### config.mk
export PLATFORM = sky130hd
export DESIGN_NAME = cla_seq_adder_ctrl_flat
export DESIGN_NICKNAME = d
export VERILOG_FILES = /design/src/rtl/cla_seq_adder_ctrl_pkg.sv /design/src/rtl/cla_seq_adder_ctrl_if.sv /design/src/rtl/cla_seq_adder_ctrl_cla4_slice.sv /design/src/rtl/cla_seq_adder_ctrl.sv /design/src/flat_wrapper.sv
export SDC_FILE = /design/constraint.sdc
export NUM_CORES = 1
export LEC_CHECK = 0
export ABC_AREA = 1
export CAP_MARGIN = 15
export CORE_MARGIN = 10
export CORE_UTILIZATION = 30
export DETAILED_ROUTE_END_ITERATION = 12
export PLACE_DENSITY = 0.53
export SYNTH_ARGS = -nofsm -noshare
export SYNTH_HDL_FRONTEND = slang
export SYNTH_HIERARCHICAL = 1
export SYNTH_SLANG_ARGS = --single-unit
### constraint.sdc
create_clock -name clk -period 2.1 [get_ports clk]
set_clock_uncertainty 0.05 [all_clocks]
set_input_delay 0.42 -clock clk [delete_from_list [all_inputs] [get_ports clk]]
set_output_delay 0.42 -clock clk [all_outputs]
set_load 0.005 [all_outputs]
### src/rtl/cla_seq_adder_ctrl_pkg.sv
// Shared constants, FSM encoding and sizing helper for the nibble-serial
// carry look-ahead adder controller.
package cla_seq_adder_ctrl_pkg;

  localparam int SLICE_W = 4;

  // Encoding 2'd3 is unreachable; the controller treats it as IDLE.
  typedef enum logic [1:0] {
    IDLE = 2'd0,
    RUN  = 2'd1,
    DONE = 2'd2
  } state_t;

  function automatic int calc_nslice(input int width);
    return width / SLICE_W;
  endfunction

endpackage

### src/rtl/cla_seq_adder_ctrl_if.sv
// Operand/result handshake bundle between producer, adder controller and consumer.
interface cla_seq_adder_ctrl_if #(
  parameter int WIDTH = 16
);

  // Both sides are valid/ready: a transfer occurs on a rising clk edge where
  // valid && ready; valid never waits on ready, and payload is stable while valid.
  logic             in_valid;
  logic             in_ready;
  logic [WIDTH-1:0] a;
  logic [WIDTH-1:0] b;
  logic             cin;
  logic             out_valid;
  logic             out_ready;
  logic [WIDTH-1:0] sum;
  logic             cout;

  modport master (
    output in_valid, a, b, cin, out_ready,
    input  in_ready, out_valid, sum, cout
  );

  modport slave (
    input  in_valid, a, b, cin, out_ready,
    output in_ready, out_valid, sum, cout
  );

endinterface

### src/rtl/cla_seq_adder_ctrl_cla4_slice.sv
// Combinational 4-bit carry look-ahead adder slice (generate/propagate form).
module cla4_slice (
  input  logic [3:0] a,
  input  logic [3:0] b,
  input  logic       ci,
  output logic [3:0] s,
  output logic       co
);

  logic [3:0] g;
  logic [3:0] p;
  logic [4:0] c;

  assign g = a & b;
  assign p = a ^ b;

  assign c[0] = ci;
  assign c[1] = g[0] | (p[0] & ci);
  assign c[2] = g[1] | (p[1] & g[0]) | (p[1] & p[0] & ci);
  assign c[3] = g[2] | (p[2] & g[1]) | (p[2] & p[1] & g[0]) | (p[2] & p[1] & p[0] & ci);
  assign c[4] = g[3] | (p[3] & g[2]) | (p[3] & p[2] & g[1]) | (p[3] & p[2] & p[1] & g[0])
              | (p[3] & p[2] & p[1] & p[0] & ci);

  assign s  = p ^ c[3:0];
  assign co = c[4];

endmodule

### src/rtl/cla_seq_adder_ctrl.sv
// WIDTH-bit adder that reuses one 4-bit CLA slice, one nibble per cycle,
// LSB nibble first, with the inter-slice carry held in carry_reg.
module cla_seq_adder_ctrl
  import cla_seq_adder_ctrl_pkg::*;
#(
  parameter int WIDTH = 16
) (
  input  logic                 clk,
  input  logic                 rst_n,
  cla_seq_adder_ctrl_if.slave  bus,
  output logic                 busy,
  output state_t               dbg_state,
  output logic                 dbg_carry
);

  localparam int NSLICE = calc_nslice(WIDTH);
  localparam int IDX_W  = (NSLICE > 1) ? $clog2(NSLICE) : 1;
  localparam int OFF_W  = $clog2(WIDTH);
  localparam logic [IDX_W-1:0] LAST_IDX = IDX_W'(NSLICE - 1);

  state_t             state;
  state_t             state_n;
  logic [IDX_W-1:0]   slice_idx;
  logic               carry_reg;
  logic [WIDTH-1:0]   a_reg;
  logic [WIDTH-1:0]   b_reg;
  logic [WIDTH-1:0]   sum_reg;
  logic               cout_reg;
  logic [OFF_W-1:0]   bit_off;
  logic [SLICE_W-1:0] slice_a;
  logic [SLICE_W-1:0] slice_b;
  logic [SLICE_W-1:0] slice_s;
  logic               slice_co;
  logic               accept;
  logic               last;

  assign bit_off = OFF_W'(int'(slice_idx) * SLICE_W);
  assign slice_a = a_reg[bit_off +: SLICE_W];
  assign slice_b = b_reg[bit_off +: SLICE_W];

  cla4_slice u_slice (
    .a  (slice_a),
    .b  (slice_b),
    .ci (carry_reg),
    .s  (slice_s),
    .co (slice_co)
  );

  assign bus.in_ready  = rst_n && (state == IDLE);
  assign bus.out_valid = (state == DONE);
  assign bus.sum       = sum_reg;
  assign bus.cout      = cout_reg;
  assign busy          = (state == RUN) || (state == DONE);
  assign dbg_state     = state;
  assign dbg_carry     = carry_reg;

  assign accept = bus.in_valid && bus.in_ready;
  assign last   = (slice_idx == LAST_IDX);

  always_ff @(posedge clk) begin
    if (!rst_n) state <= IDLE;
    else        state <= state_n;
  end

  always_comb begin
    state_n = state;
    case (state)
      IDLE:    if (accept) state_n = RUN;
      RUN:     if (last) state_n = DONE;
      DONE:    if (bus.out_ready) state_n = IDLE;
      default: state_n = IDLE;
    endcase
  end

  // The index holds on the last slice so it never points past the top nibble.
  always_ff @(posedge clk) begin
    if (!rst_n) begin
      slice_idx <= '0;
      carry_reg <= 1'b0;
      a_reg     <= '0;
      b_reg     <= '0;
      sum_reg   <= '0;
      cout_reg  <= 1'b0;
    end else begin
      case (state)
        IDLE: begin
          if (accept) begin
            a_reg     <= bus.a;
            b_reg     <= bus.b;
            carry_reg <= bus.cin;
            slice_idx <= '0;
            sum_reg   <= '0;
            cout_reg  <= 1'b0;
          end
        end
        RUN: begin
          sum_reg[bit_off +: SLICE_W] <= slice_s;
          carry_reg                   <= slice_co;
          if (last) cout_reg  <= slice_co;
          else      slice_idx <= slice_idx + 1'b1;
        end
        default: ;
      endcase
    end
  end

endmodule

### src/flat_wrapper.sv
// flat-port wrapper written by rule: the top's interface ports become plain ports
module cla_seq_adder_ctrl_flat import cla_seq_adder_ctrl_pkg::*;
#(
  parameter int WIDTH = 16
)
  (clk, rst_n, busy, dbg_state, dbg_carry, bus_in_valid, bus_a, bus_b, bus_cin, bus_out_ready, bus_in_ready, bus_out_valid, bus_sum, bus_cout);
  cla_seq_adder_ctrl_if #(.WIDTH(WIDTH)) bus_i ();
  input  logic clk;
  input  logic rst_n;
  output logic busy;
  output state_t dbg_state;
  output logic dbg_carry;
  input wire logic [$bits(bus_i.in_valid)-1:0] bus_in_valid;
  input wire logic [$bits(bus_i.a)-1:0] bus_a;
  input wire logic [$bits(bus_i.b)-1:0] bus_b;
  input wire logic [$bits(bus_i.cin)-1:0] bus_cin;
  input wire logic [$bits(bus_i.out_ready)-1:0] bus_out_ready;
  output wire logic [$bits(bus_i.in_ready)-1:0] bus_in_ready;
  output wire logic [$bits(bus_i.out_valid)-1:0] bus_out_valid;
  output wire logic [$bits(bus_i.sum)-1:0] bus_sum;
  output wire logic [$bits(bus_i.cout)-1:0] bus_cout;
  assign bus_i.in_valid = bus_in_valid;
  assign bus_i.a = bus_a;
  assign bus_i.b = bus_b;
  assign bus_i.cin = bus_cin;
  assign bus_i.out_ready = bus_out_ready;
  assign bus_in_ready = bus_i.in_ready;
  assign bus_out_valid = bus_i.out_valid;
  assign bus_sum = bus_i.sum;
  assign bus_cout = bus_i.cout;
  cla_seq_adder_ctrl #(.WIDTH(WIDTH)) u_core (.clk(clk), .rst_n(rst_n), .bus(bus_i), .busy(busy), .dbg_state(dbg_state), .dbg_carry(dbg_carry));
endmodule
==> flow_summary.ini <==
[routing]
antenna_left = 0
vias_per_cell = 4.671
drt_pass1_iterations = 4
wirelength_um = 7832
drc = 0
wl_per_cell_um = 13.16
drtIter0Drc = 115
vias = 2779

[finish]
antennaDiodeCount = 0
layout_commonest_cell = nand2_1
final_core_utilization = 0.4218
n_fill_cell = 988
final_cell_mix = nand2_1, nand3_1, clkdlybuf4s50_1
design_area_um2 = 3879
drive_above_1_share = 0.1550
layout.nets = 535
area_growth_pct = 38.21

[synth]
synth.avg_cell_area_um2 = 6.698
syn_inst = 419
syn_area_um2 = 2806
yosysTopAreaCell = dfxtp_1
seq_area_frac_synth = 0.3852
ys_types = 24
yosys_warnings = 6
netlist_top_cells_area = dfxtp_1, nand3_1, nand2_1
synth_seq_cells = 54
syn-num-nets = 471
synth_top_area_share = 0.3852

[placement]
place.gp.congestion = 0.8708
place_area_um2 = 3601
hpwl_um = 5993
io_buffers = 59
place_ws_ns = -0.09289

[setup_path]
r2r-start = u_core/slice_idx[0]$_SDFFE_PN0P_
r2r_end = u_core/bus.sum[11]$_SDFFE_PN0P_
path_class = reg -> reg
r2r_cells = 12
r2r_slack_ns = 0.03
cp.arrival_ns = 2.25
cp.required_ns = 2.28
critPathMaxFanout = 7
cp-start-kind = flop
end_kind = flop

[sta]
worst_pin_slew_ns = 0.3583
slew_headroom = 0.7611
post-route-period-util = 0.9857
timing.final.ws_setup_ns = 0.03004
finalSetupViolCount = 0
fmax_mhz = 483.1
hold_viol_final = 0
period_needed_ns = 2.070
report.final.slew_viol_count = 0
rsz0062_at_grt = yes

[global_routing]
antenna_found_initial = 0
grt_overflow_total = 0
grt_util_all_layers = 0.1137
grt_pass1_wl_um = 12620
grt_max_degree = 33
grt_pass1_vias = 2718

[pwr]
power_density_nw_per_um2 = 1049
peakVddDrop_v = 0.0003354
p_total_mw = 4.067
p_leak_nw = 1.762

[worst_hold_path]
worstHoldPathType = reg -> reg
hold_depth = 2
min_to = u_core/bus.sum[10]$_SDFFE_PN0P_
min_from = u_core/bus.sum[10]$_SDFFE_PN0P_

[floorplanning]
dieArea_um2 = 13620
io_pins = 60
fp.dieH_um = 116.7
die_x_um = 116.7
rows = 35
start_util = 0.3052
core-area_um2 = 9196

[clock_tree]
clk_pin_slew_ns = 0.10
numCtsBuffers = 5
cts_tree = done
clock-sinks = 54
h-tree-depth = 2
clock_latency_ns = 0.31
cts_root_buffer = clkbuf_8
clockBufferDepth = 2

[run]
max_cap_violations = 0

[status]
status = completed
## power by group
| part | switching (mW) | leakage [nW] | internal, mW | total [mW] |
|---|---|---|---|---|
| sequential | 0.139 | 0.445 | 1.25 | 1.39 |
| combinational | 1.10 | 1.26 | 0.891 | 1.99 |
| clock | 0.329 | 0.0524 | 0.357 | 0.687 |
## worst max path at each step
stage | from | endpoint | slack [ns] | depth (start not counted)
finish | u_core/slice_idx[0]$_SDFFE_PN0P_ | u_core/bus.sum[11]$_SDFFE_PN0P_ | 0.03 | 12
global route | u_core/slice_idx[0]$_SDFFE_PN0P_ | u_core/bus.sum[9]$_SDFFE_PN0P_ | -0.11 | 11
floorplan | u_core/slice_idx[0]$_SDFFE_PN0P_ | u_core/bus.sum[5]$_SDFFE_PN0P_ | -0.009 | 10
detailed placement | u_core/slice_idx[1]$_SDFFE_PN0P_ | u_core/bus.sum[5]$_SDFFE_PN0P_ | -0.09 | 10
CTS | u_core/slice_idx[0]$_SDFFE_PN0P_ | u_core/bus.sum[11]$_SDFFE_PN0P_ | 0.0006 | 15
global placement | rst_n | bus_in_ready | -0.04 | 4
## layout make-up
class                   instances  area, um^2  area share
clock buffers                   7       76.32     0.01968
clock inverters                 1       30.03    0.007742
inverters                      38       142.6     0.03677
multi-input cells             304        1642      0.4232
flip-flops and latches         54        1090      0.2810
well taps                     111       138.9     0.03581
repair buffers                 80       759.5      0.1958
## kinds of logic after synthesis
family / synth area share
simple gates: 0.3834
compound gates: 0.07312
xor+xnor: 0.003121
fa+ha+maj: 0.06955
flops: 0.3852
buf+inv: 0.08560
## cells in the mapped netlist
cell type / count
fa_1: 1
inv_1: 35
o21ai_1: 3
nand2_2: 3
buf_2: 6
nand4_1: 5
ha_1: 14
buf_1: 3
o22ai_1: 8
o21ai_0: 16
buf_4: 1
dfxtp_1: 54
xnor2_1: 1
nor3_1: 1
inv_2: 3
or2_2: 1
nand3_2: 1
or2_0: 1
nand2_1: 92
clkbuf_1: 13
a21oi_1: 12
nand3_1: 83
or2_1: 2
nor2_1: 60
## critical path, stage by stage (launching register included)
cell and delay (ns):
dfxtp_4 0.37, buf_4 0.16, o21ai_0 0.14, o22ai_1 0.10, ha_1 0.30, or2_1 0.24, nand2_2 0.08, nand3_1 0.08
nand2_2 0.10, nand2_1 0.05, nor2_1 0.10, nand3_1 0.10, a21oi_2 0.12
## metrics by stage
stage | setup TNS, ns | hold WS [ns] | instances
floorplan | -0.009263 | 0.3904 | 419
global placement | -0.1309 | 0.4009 | 586
detailed placement | -0.5799 | 0.4032 | 586
CTS | 0 | 0.4179 | 595
global route | -0.7778 | 0.4467 | 595
finish | 0 | 0.4170 | 595
## layer usage
layer  GRT usage  up-vias  part of all wire
met5           0        -                 0
met4     0.02965        0            0.0065
met2      0.1894       55              0.47
met1      0.1432     1231              0.47
li1            -     1488                 -
met3     0.02722        5             0.049
## what timing repair did
action,CTS,global route
resized for setup,22,37
endpoints found under the setup margin,13,18
hold buffers,0,0
buffers inserted,1,0
pin swaps,15,22
(Power assumes the default switching activity.)
